**config.mk**
```make
export PLATFORM = sky130hd
export DESIGN_NAME = alu_multicycle
export DESIGN_NICKNAME = d
export VERILOG_FILES = /design/src/rtl/alu_multicycle.sv
export SDC_FILE = /design/constraint.sdc
export NUM_CORES = 1
export LEC_CHECK = 0
export BUFFER_PORTS_ARGS = -buffer_cell sky130_fd_sc_hd__clkbuf_2
export CAP_MARGIN = 0
export CORE_ASPECT_RATIO = 1.1
export CORE_UTILIZATION = 35
export DETAILED_ROUTE_END_ITERATION = 16
export PLACE_DENSITY_LB_ADDON = 0.12
export SKIP_CTS_REPAIR_TIMING = 1
export SLEW_MARGIN = 20
export SYNTH_ARGS = -nofsm -noshare
export SYNTH_HDL_FRONTEND = slang
export SYNTH_SLANG_ARGS = --single-unit
```
**constraint.sdc**
```tcl
create_clock -name CLK -period 3.05 [get_ports CLK]
set_input_delay 0.61 -clock CLK [delete_from_list [all_inputs] [get_ports CLK]]
set_output_delay 0.61 -clock CLK [all_outputs]
set_load 0.02 [all_outputs]
```
**src/rtl/alu_multicycle.sv**
```systemverilog
// Multi-cycle ALU: single-cycle add/sub/mul/logic/compare/shift with a
// restoring shift-subtract divider that produces one quotient bit per cycle.
//
// Ports:
//   CLK        rising-edge clock
//   RST        asynchronous active-high reset
//   A, B       unsigned operands, sampled when IN_VALID=1 and BUSY=0
//   ALU_FUN    4-bit operation code
//   IN_VALID   request strobe
//   ALU_OUT    registered 2*WIDTH result
//   OUT_VALID  one-cycle pulse marking a new ALU_OUT
//   BUSY       divide in progress; requests are ignored
//   Arith_Flag, Logic_Flag, CMP_Flag, Shift_Flag  operation-class flags
//   DIV_ERR    set with the result of a divide by zero
module alu_multicycle #(
    parameter int unsigned WIDTH     = 16,
    parameter logic [63:0] RESET_OUT = 64'd0
) (
    input  logic               CLK,
    input  logic               RST,
    input  logic [WIDTH-1:0]   A,
    input  logic [WIDTH-1:0]   B,
    input  logic [3:0]         ALU_FUN,
    input  logic               IN_VALID,
    output logic [2*WIDTH-1:0] ALU_OUT,
    output logic               OUT_VALID,
    output logic               BUSY,
    output logic               Arith_Flag,
    output logic               Logic_Flag,
    output logic               CMP_Flag,
    output logic               Shift_Flag,
    output logic               DIV_ERR
);

    localparam int unsigned OUT_W = 2 * WIDTH;
    localparam int unsigned CNT_W = $clog2(WIDTH);

    localparam logic [3:0] OP_ADD  = 4'b0000;
    localparam logic [3:0] OP_SUB  = 4'b0001;
    localparam logic [3:0] OP_MUL  = 4'b0010;
    localparam logic [3:0] OP_DIV  = 4'b0011;
    localparam logic [3:0] OP_AND  = 4'b0100;
    localparam logic [3:0] OP_OR   = 4'b0101;
    localparam logic [3:0] OP_NAND = 4'b0110;
    localparam logic [3:0] OP_NOR  = 4'b0111;
    localparam logic [3:0] OP_XOR  = 4'b1000;
    localparam logic [3:0] OP_XNOR = 4'b1001;
    localparam logic [3:0] OP_EQ   = 4'b1010;
    localparam logic [3:0] OP_GT   = 4'b1011;
    localparam logic [3:0] OP_LT   = 4'b1100;
    localparam logic [3:0] OP_SHR  = 4'b1101;
    localparam logic [3:0] OP_SHL  = 4'b1110;

    // Flag vector ordering: {arith, logic, cmp, shift}
    localparam logic [3:0] FLG_ARITH = 4'b1000;
    localparam logic [3:0] FLG_LOGIC = 4'b0100;
    localparam logic [3:0] FLG_CMP   = 4'b0010;
    localparam logic [3:0] FLG_SHIFT = 4'b0001;

    typedef enum logic {
        IDLE = 1'b0,
        DIV  = 1'b1
    } state_t;

    state_t             state, state_nx;
    logic [CNT_W-1:0]   cnt, cnt_nx;
    logic [WIDTH-1:0]   rem, rem_nx;
    logic [WIDTH-1:0]   quo, quo_nx;
    logic [WIDTH-1:0]   dvsr, dvsr_nx;
    logic [OUT_W-1:0]   out_nx;
    logic [3:0]         flg_nx;
    logic               err_nx;
    logic               valid_nx;
    logic               busy_nx;

    logic [OUT_W-1:0]   op_out;
    logic [3:0]         op_flg;
    logic [WIDTH:0]     ar;
    logic [WIDTH-1:0]   lg;

    logic [WIDTH:0]     shifted;
    logic [WIDTH:0]     diff;
    logic [WIDTH-1:0]   rem_step;
    logic [WIDTH-1:0]   quo_step;

    // Single-cycle result and flag class for the presented operation
    always_comb begin
        op_out = '0;
        op_flg = '0;
        ar     = '0;
        lg     = '0;
        case (ALU_FUN)
            OP_ADD: begin
                ar     = {1'b0, A} + {1'b0, B};
                op_out = OUT_W'(ar);
                op_flg = FLG_ARITH;
            end
            OP_SUB: begin
                // Borrow lands in bit WIDTH; upper bits stay clear
                ar     = {1'b0, A} - {1'b0, B};
                op_out = OUT_W'(ar);
                op_flg = FLG_ARITH;
            end
            OP_MUL: begin
                op_out = OUT_W'(A) * OUT_W'(B);
                op_flg = FLG_ARITH;
            end
            OP_DIV: begin
                // Only reaches the output for B == 0
                op_out = {A, {WIDTH{1'b1}}};
                op_flg = FLG_ARITH;
            end
            OP_AND:  begin lg = A & B;    op_out = OUT_W'(lg); op_flg = FLG_LOGIC; end
            OP_OR:   begin lg = A | B;    op_out = OUT_W'(lg); op_flg = FLG_LOGIC; end
            OP_NAND: begin lg = ~(A & B); op_out = OUT_W'(lg); op_flg = FLG_LOGIC; end
            OP_NOR:  begin lg = ~(A | B); op_out = OUT_W'(lg); op_flg = FLG_LOGIC; end
            OP_XOR:  begin lg = A ^ B;    op_out = OUT_W'(lg); op_flg = FLG_LOGIC; end
            OP_XNOR: begin lg = ~(A ^ B); op_out = OUT_W'(lg); op_flg = FLG_LOGIC; end
            OP_EQ:   begin op_out = OUT_W'(A == B); op_flg = FLG_CMP; end
            OP_GT:   begin op_out = OUT_W'(A > B);  op_flg = FLG_CMP; end
            OP_LT:   begin op_out = OUT_W'(A < B);  op_flg = FLG_CMP; end
            OP_SHR:  begin lg = A >> 1; op_out = OUT_W'(lg); op_flg = FLG_SHIFT; end
            OP_SHL:  begin lg = A << 1; op_out = OUT_W'(lg); op_flg = FLG_SHIFT; end
            default: ;
        endcase
    end

    // One restoring-division step: bring in the next dividend bit, try to subtract
    always_comb begin
        shifted  = {rem, quo[WIDTH-1]};
        diff     = shifted - {1'b0, dvsr};
        rem_step = diff[WIDTH] ? shifted[WIDTH-1:0] : diff[WIDTH-1:0];
        quo_step = {quo[WIDTH-2:0], ~diff[WIDTH]};
    end

    // Next-state and next-output logic
    always_comb begin
        state_nx = state;
        cnt_nx   = cnt;
        rem_nx   = rem;
        quo_nx   = quo;
        dvsr_nx  = dvsr;
        out_nx   = ALU_OUT;
        flg_nx   = {Arith_Flag, Logic_Flag, CMP_Flag, Shift_Flag};
        err_nx   = DIV_ERR;
        valid_nx = 1'b0;
        busy_nx  = 1'b0;
        unique case (state)
            IDLE: begin
                if (IN_VALID) begin
                    if (ALU_FUN == OP_DIV && B != '0) begin
                        // Quotient register initially holds the dividend
                        state_nx = DIV;
                        cnt_nx   = '0;
                        rem_nx   = '0;
                        quo_nx   = A;
                        dvsr_nx  = B;
                        busy_nx  = 1'b1;
                    end else begin
                        out_nx   = op_out;
                        flg_nx   = op_flg;
                        err_nx   = (ALU_FUN == OP_DIV);
                        valid_nx = 1'b1;
                    end
                end
            end
            DIV: begin
                rem_nx  = rem_step;
                quo_nx  = quo_step;
                cnt_nx  = cnt + CNT_W'(1);
                busy_nx = 1'b1;
                if (cnt == CNT_W'(WIDTH - 1)) begin
                    state_nx = IDLE;
                    cnt_nx   = '0;
                    busy_nx  = 1'b0;
                    out_nx   = {rem_step, quo_step};
                    flg_nx   = FLG_ARITH;
                    err_nx   = 1'b0;
                    valid_nx = 1'b1;
                end
            end
        endcase
    end

    // State and output registers
    always_ff @(posedge CLK or posedge RST) begin
        if (RST) begin
            state      <= IDLE;
            cnt        <= '0;
            rem        <= '0;
            quo        <= '0;
            dvsr       <= '0;
            ALU_OUT    <= OUT_W'(RESET_OUT);
            OUT_VALID  <= 1'b0;
            BUSY       <= 1'b0;
            Arith_Flag <= 1'b0;
            Logic_Flag <= 1'b0;
            CMP_Flag   <= 1'b0;
            Shift_Flag <= 1'b0;
            DIV_ERR    <= 1'b0;
        end else begin
            state      <= state_nx;
            cnt        <= cnt_nx;
            rem        <= rem_nx;
            quo        <= quo_nx;
            dvsr       <= dvsr_nx;
            ALU_OUT    <= out_nx;
            OUT_VALID  <= valid_nx;
            BUSY       <= busy_nx;
            Arith_Flag <= flg_nx[3];
            Logic_Flag <= flg_nx[2];
            CMP_Flag   <= flg_nx[1];
            Shift_Flag <= flg_nx[0];
            DIV_ERR    <= err_nx;
        end
    end

endmodule
```
==> results of run 1 <==
==> cells by family (layout without fill, tap and decap cells) <==
kind of cell,after synthesis,count (layout),synth area share [%]
and+or+nand+nor,656,656,17.3
AOI/OAI and AO/OA,473,473,18.9
buffers and inverters,425,866,9.86
adders and majority gates,366,366,36.7
DFF,91,91,13.8
xor gates and xnor gates,57,57,3.02
muxes,9,9,0.545
==> power groups by stage <==
stage | Sequential, mW | Combinational, mW | Clock [mW]
5_1_grt | 2.28 | 32.1 | 1.32
3_3_place_gp | 2.20 | 23.6 | 0
6_report | 2.20 | 29.7 | 1.26
4_1_cts | 2.19 | 23.9 | 1.29
3_5_place_dp | 2.21 | 23.8 | 0
2_1_floorplan | 2.37 | 14.1 | 0
==> path summary, 6_finish.rpt <==
check | from | endpoint | slack [ps] | depth (start not counted)
worst min register to register | dvsr[10] | dvsr[10] | 480 | 2
worst min-delay path | RST | OUT_VALID | 210 | 2
min in group CLK | dvsr[10] | dvsr[10] | 480 | 2
worst max-delay path | B[5] | ALU_OUT[28] | -2970 | 26
max in group asynchronous | RST | state | 2140 | 3
worst max register to register | quo[15] | ALU_OUT[30] | -240 | 14
==> cell usage in the layout (no fill, tap or decap), drive strengths merged, types with 14 or more instances in the layout <==
cell type / n
dfrtp: 91
nand2b: 23
nor3: 37
buf: 482
xnor2: 25
nand2: 264
fa: 197
a211oi: 17
a221oi: 15
ha: 169
a31oi: 32
o21a: 15
xor2: 32
o22ai: 18
nand3: 35
a21o: 25
nor2: 221
o211ai: 14
clkbuf: 70
a21oi: 117
inv: 295
o21ai: 117
==> flip-flops by register name, indices dropped and copies added, names as in the netlist, 4 cells and up <==
name	cells
ALU_OUT	32
dvsr	16
rem	16
quo	16
cnt	4
==> layer usage <==
metal  vias up  track usage, %  routed length (um)
li1       7781               -                   -
met1      8308            38.7               30100
met2       533            47.3               32000
met3       103            2.85                3760
met4         0            10.1                2830
met5         -               0                   0
==> layout make-up <==
class	count	area share (%)
inverters	308	5.25
flip-flops and latches	91	9.87
well taps	595	3.23
clock inverters	6	0.412
repair buffers	542	19.6
clock buffers	10	0.992
multi-input cells	1561	60.6
==> per-stage QoR <==
stage / total power [mW] / util (%) / cell area, um2 / setup TNS [ps]
3_3_place_gp: 25.8 / 44.8 / 20900 / -88670
6_report: 33.1 / 49.5 / 23100 / -68430
3_5_place_dp: 26.0 / 44.8 / 20900 / -90470
4_1_cts: 27.4 / 45.4 / 21200 / -78980
5_1_grt: 35.7 / 49.5 / 23100 / -73530
2_1_floorplan: 16.4 / - / 17000 / -62130
==> Yosys cell counts, types with 7 or more instances <==
| library cell | n | area share (%) |
|---|---|---|
| inv_1 | 293 | 6.7 |
| nand2_1 | 264 | 6.0 |
| nor2_1 | 220 | 5.0 |
| fa_1 | 197 | 24 |
| ha_1 | 169 | 13 |
| a21oi_1 | 117 | 3.5 |
| o21ai_0 | 105 | 3.2 |
| dfrtp_1 | 91 | 14 |
| clkbuf_1 | 81 | 1.8 |
| nor3_1 | 37 | 1.1 |
| nand3_1 | 35 | 1.1 |
| xor2_1 | 32 | 1.7 |
| a31oi_1 | 31 | 1.2 |
| a21o_1 | 25 | 1.1 |
| xnor2_1 | 25 | 1.3 |
| nand2b_1 | 23 | 0.87 |
| buf_2 | 21 | 0.64 |
| o22ai_1 | 18 | 0.68 |
| a211oi_1 | 15 | 0.68 |
| a221oi_1 | 15 | 0.79 |
| o21a_1 | 15 | 0.68 |
| buf_1 | 14 | 0.32 |
| o211ai_1 | 14 | 0.64 |
| nor4_1 | 12 | 0.45 |
| clkinv_1 | 11 | 0.25 |
| o221ai_1 | 11 | 0.58 |
| or3_1 | 11 | 0.42 |
| o21ai_1 | 10 | 0.30 |
| a221o_1 | 9 | 0.55 |
| mux2i_1 | 9 | 0.55 |
| nor2b_1 | 9 | 0.34 |
| and2_1 | 8 | 0.30 |
| nand4_1 | 8 | 0.30 |
| and3_1 | 7 | 0.26 |
| o21bai_1 | 7 | 0.32 |
==> worst max-delay path, delay by kind of cell <==
| family | cells | cell delay [ps] |
|---|---|---|
| AO/OA/AOI/OAI | 5 | 970 |
| adder cells (fa/ha/maj) | 7 | 3070 |
| buffers and inverters | 10 | 960 |
| AND/OR/NAND/NOR | 4 | 630 |
==> summary.md, run 1 <==
| Metric | Value |
|---|---|
| Max stage delay cell, worst path | `fa_1` |
| Failing checks | `negative setup slack` |
| RSZ-0062 raised after global routing | `true` |
| Iter 0 DRT Violations | `~1300` |
| Drt wl/cell | `roughly 22 um` |
| Cells after Synth | `between 2000 and 2500` |
| Dpl ws | `-3590 ps` |
| Tot GR Track Use | `28.6%` |
| Vias | `16700` |
| WP data required | `approximately 3300 ps` |
| Gr ovfl total | `0` |
| Vias per inst | `5.37` |
| First-pass GRT wire length | `~100000 um` |
| Crit-path max cell delay | `roughly 530 ps` |
| # fillers | `approximately 4500` |
| Final worst slack | `-2970 ps` |
| Average cell area after synthesis | `approximately 8.0 um2` |
| Area delta synth->final | `39.7%` |
| Detailed placer's ending HPWL | `57600 um` |
| Worst-path clk slew | `70 ps` |
| IO Pins | `78` |
| Flop pwr share | `under 10%` |
| Ys async rst share | `100%` |
| Clock Tree Buf Depth | `2` |
| Num CTS Buffers | `9` |
| Site row count | `just over 80` |
| Crit path kind | `in -> reg` |
| Hold WS | `roughly 200 ps` |
| Antenna fix cells | `0` |
| TritonRoute pass-1 iters | `5` |
| Final net count | `around 2900` |
| EDFF count, synth | `0` |
| Max_slew headroom | `between 50% and 60%` |
| Combinational Power Share | `89.5%` |
| Max Clk Rate | `0.166 GHz` |
| Maximum fanout along the worst path | `5` |
| Final Hold Viols | `0` |
| Clk Latency, worst-skew pair | `about 360 ps` |
| H-tree levels | `3` |
| Pint | `~17 mW` |
| Number of port buffers | `77` |
| Psw | `roughly 16 mW` |
| Worst Max-Slew Pin Slew | `688 ps` |
| Placed insts | `3059` |
| PwrDens | `between 1000 and 1500 nW/um2` |
| Synth warn | `0` |
| Pin count of the biggest net entering global routing | `between 40 and 50` |
| Die Width | `209 um` |
| Die Y | `between 200 and 250 um` |
| Net Sw Frac | `a little under 50%` |
| Antenna-violating nets left | `0` |
| Die ar. | `between 40000 and 50000 um2` |
| Startpoint types | `primary input` |
| Core footprint | `46600 um2` |
| Post-synthesis sequential area ratio | `about 14%` |
| Initial antenna violation count | `1` |
| HP Class | `in -> async` |
| Clk sink count | `91` |
| DRC viols | `0` |
| Clk pwr share | `approximately 3.8%` |
| Max Cap Violations | `0` |
| Synth Register Bits | `91` |
| Slew Viols, Final | `0` |
| Post-synth net total | `2482` |
| Non-Filler Instances | `roughly 3100` |
| Reg area | `~2300 um2` |
| Endpoints failing setup | `30` |
| Post-Syn Area | `16500 um2` |
| Yosys cell types | `85` |
| Vias in the first global route | `17200` |
| Top_reg_cell synth | `dfrtp_1` |
| Final Critical Period | `about 6000 ps` |
| Drt total wl | `68600 um` |
| CTS tree | `built` |
| Layout Skew | `~15 ps` |
| Clk root buf | `clkbuf_16` |
| Area taken by multi-input logic gates | `about 14000 um2` |
| Arrival time worst endpoint | `between 6000 and 7000 ps` |
| Share of post-route cells with drive strength above 1 | `between 30% and 40%` |
| Final period util | `197%` |
| Routability cong. | `roughly 1` |
| Max VDD drop | `1.42 mV` |
| Initial cell density of the core | `35.4%` |
| P_leak | `11.0 nW` |
| Crit end category | `flip-flop` |
| Status | `finished, violations left` |
| Cell mode on critical path | `fa_1` |
No activity file was read; power rests on OpenSTA's default activity.
==> run 2: changes to the inputs <==
- CAP_MARGIN: 0 -> default
- REMOVE_ABC_BUFFERS: default -> 1
==> summary.md, run 2 (synthesis results as in run 1) <==
| Metric | Value |
|---|---|
| HP Class | `in -> async` |
| # fillers | `4520 (-0.37%)` |
| DP Area | `20400 um2 (-2.5%)` |
| P_leak | `10.8 nW (-1.6%)` |
| Site row count | `83 (unchanged)` |
| Vias | `16700 (-0.36%)` |
| Status | `finished, violations left` |
| CTS tree | `built` |
| Worst Max-Slew Pin Slew | `606 ps (-82.0 ps)` |
| Die Y | `230 um (unchanged)` |
| Drt total wl | `68600 um (about the same)` |
| TritonRoute pass-1 iters | `5 (unchanged)` |
| Arrival time worst endpoint | `6240 ps (-20 ps)` |
| Clk Latency, worst-skew pair | `360 ps (about the same)` |
| Area delta synth->final | `37.0%` |
| H-tree levels | `3 (unchanged)` |
| Max Clk Rate | `0.167 GHz (+0.37%)` |
| Number of port buffers | `77 (unchanged)` |
| Pin count of the biggest net entering global routing | `50 (+14%)` |
| Commonest non-fill, non-tap cells in the layout | `buf_4, inv_1, nand2_1, fa_1, nor2_1` |
| Design area | `22600 um2 (-1.9%)` |
| WP data required | `3300 ps (about the same)` |
| Startpoint types | `primary input` |
| Max VDD drop | `1.26 mV (-11%)` |
| Endpoints failing setup | `30 (unchanged)` |
| RSZ-0062 raised after global routing | `true` |
| DRC viols | `0 (unchanged)` |
| Final Hold Viols | `0 (unchanged)` |
| Gr ovfl total | `0 (unchanged)` |
| Post-layout util | `48.6% (-0.95 points)` |
| Initial antenna violation count | `1 (unchanged)` |
| Crit end category | `flip-flop` |
| Num CTS Buffers | `9 (unchanged)` |
| Failing checks | `negative setup slack` |
| Tot GR Track Use | `28.5% (-0.037 points)` |
| Share of post-route cells with drive strength above 1 | `30.9% (-2.0 points)` |
| Clock Tree Buf Depth | `2 (unchanged)` |
| Slew Viols, Final | `0 (unchanged)` |
| Worst r2r path cells | `13 (-1)` |
| Reg with most FFs | `ALU_OUT` |
| Core footprint | `46600 um2 (unchanged)` |
| Area taken by multi-input logic gates | `13900 um2 (-0.98%)` |
| Vias per inst | `5.41 (+0.64%)` |
| Die Width | `209 um (unchanged)` |
| First-pass GRT wire length | `103000 um (-0.26%)` |
| Max Cap Violations | `0 (unchanged)` |
| Initial cell density of the core | `35.4% (unchanged)` |
| Detailed placer's ending HPWL | `56900 um (-1.1%)` |
| Final Critical Period | `5990 ps (-21.9 ps)` |
| Final net count | `2886 (-1.1%)` |
| Reg area | `2280 um2 (unchanged)` |
| Routability cong. | `0.953 (-4.2%)` |
| Final period util | `197% (-0.72 points)` |
| Vias in the first global route | `17000 (-1.3%)` |
| Die ar. | `48100 um2 (unchanged)` |
| Clk root buf | `clkbuf_16` |
| Maximum fanout along the worst path | `5 (unchanged)` |
| Max_slew headroom | `59.3% (+5.7 points)` |
| Antenna-violating nets left | `0 (unchanged)` |
| Iter 0 DRT Violations | `1169 (-9.8%)` |
| Commonest non-fill, non-tap cell in the layout | `buf_4` |
| Final worst slack | `-2940 ps (+21.9 ps)` |
| Drt wl/cell | `22.3 um (+0.98%)` |
| Worst-path clk slew | `70 ps (about the same)` |
| PwrDens | `1350 nW/um2 (-5.9%)` |
| Layout Skew | `4.72 ps (-10.1 ps)` |
| IO Pins | `78 (unchanged)` |
| Crit path kind | `in -> reg` |
| Clk sink count | `91 (unchanged)` |
| Max reg flops | `32 (unchanged)` |
| Hold WS | `288 ps (+82.1 ps)` |
## run 2: changes by cell type in the layout (fill, tap and decap cells not counted), moves of 4 or more
cell	before	now
ha_1	131	137
inv_2	34	30
clkbuf_4	6	1
ha_4	31	25
fa_1	181	190
buf_4	391	355
a21oi_1	101	106
inv_1	250	258
fa_2	16	7
buf_6	50	55
clkbuf_2	54	64
## run 2: power by group
part           switching, mW  internal, mW  total (mW)  leakage (nW)
clock network          0.534         0.667        1.20         0.151
registers              0.421          1.77        2.19          1.13
logic                   14.5          12.7        27.2          9.52
## run 2: worst max-delay path, cell delays in order
cell and delay [ps]:
buf_8 100, clkinvlp_4 120, buf_6 140, nor2_4 40
fa_1 540, inv_2 40, fa_1 520, inv_2 40
fa_1 470, fa_1 500, fa_1 520, inv_1 60
fa_1 490, inv_2 50, ha_4 290, nand3_2 50
and3b_2 240, buf_6 130, a211oi_4 380, nor4b_4 90
o211ai_1 160, or3b_1 360, o32a_1 290
## run 2: per-layer routing
metal / wire length, um / GRT usage [%]
met5: 0 / 0
met4: 2320 / 8.55
met3: 3050 / 1.78
met2: 33000 / 49.3
met1: 30200 / 38.2
## run 2: through the flow
| stage | total power [mW] | cells | setup slack [ps] | TNS [ps] |
|---|---|---|---|---|
| 2_1_floorplan | 14.8 | 1960 | -3200 | -68720 |
| 3_3_place_gp | 23.6 | 3027 | -3710 | -90990 |
| 3_5_place_dp | 23.8 | 3027 | -3830 | -92800 |
| 4_1_cts | 25.1 | 3043 | -3430 | -81330 |
| 5_1_grt | 33.1 | 3081 | -3110 | -74690 |
| 6_report | 30.6 | 3082 | -2940 | -68740 |
## run 2: cell type report
class                   count  area share, %
clock inverters             6          0.315
diodes                      1         0.0111
inverters                 308           5.27
flip-flops and latches     91           10.1
multi-input cells        1561           61.2
clock buffers              10           1.06
well taps                 595           3.29
repair buffers            510           18.8
## run 2: path summary, 6_finish.rpt
path | start | end | slack, ps
worst max register to register | quo[15] | ALU_OUT[30] | -80
worst min-delay path | RST | OUT_VALID | 290
worst min register to register | dvsr[14] | dvsr[14] | 480
max in group asynchronous | RST | rem[5] | 2040
min in group CLK | dvsr[14] | dvsr[14] | 480
worst max-delay path | B[4] | ALU_OUT[28] | -2940
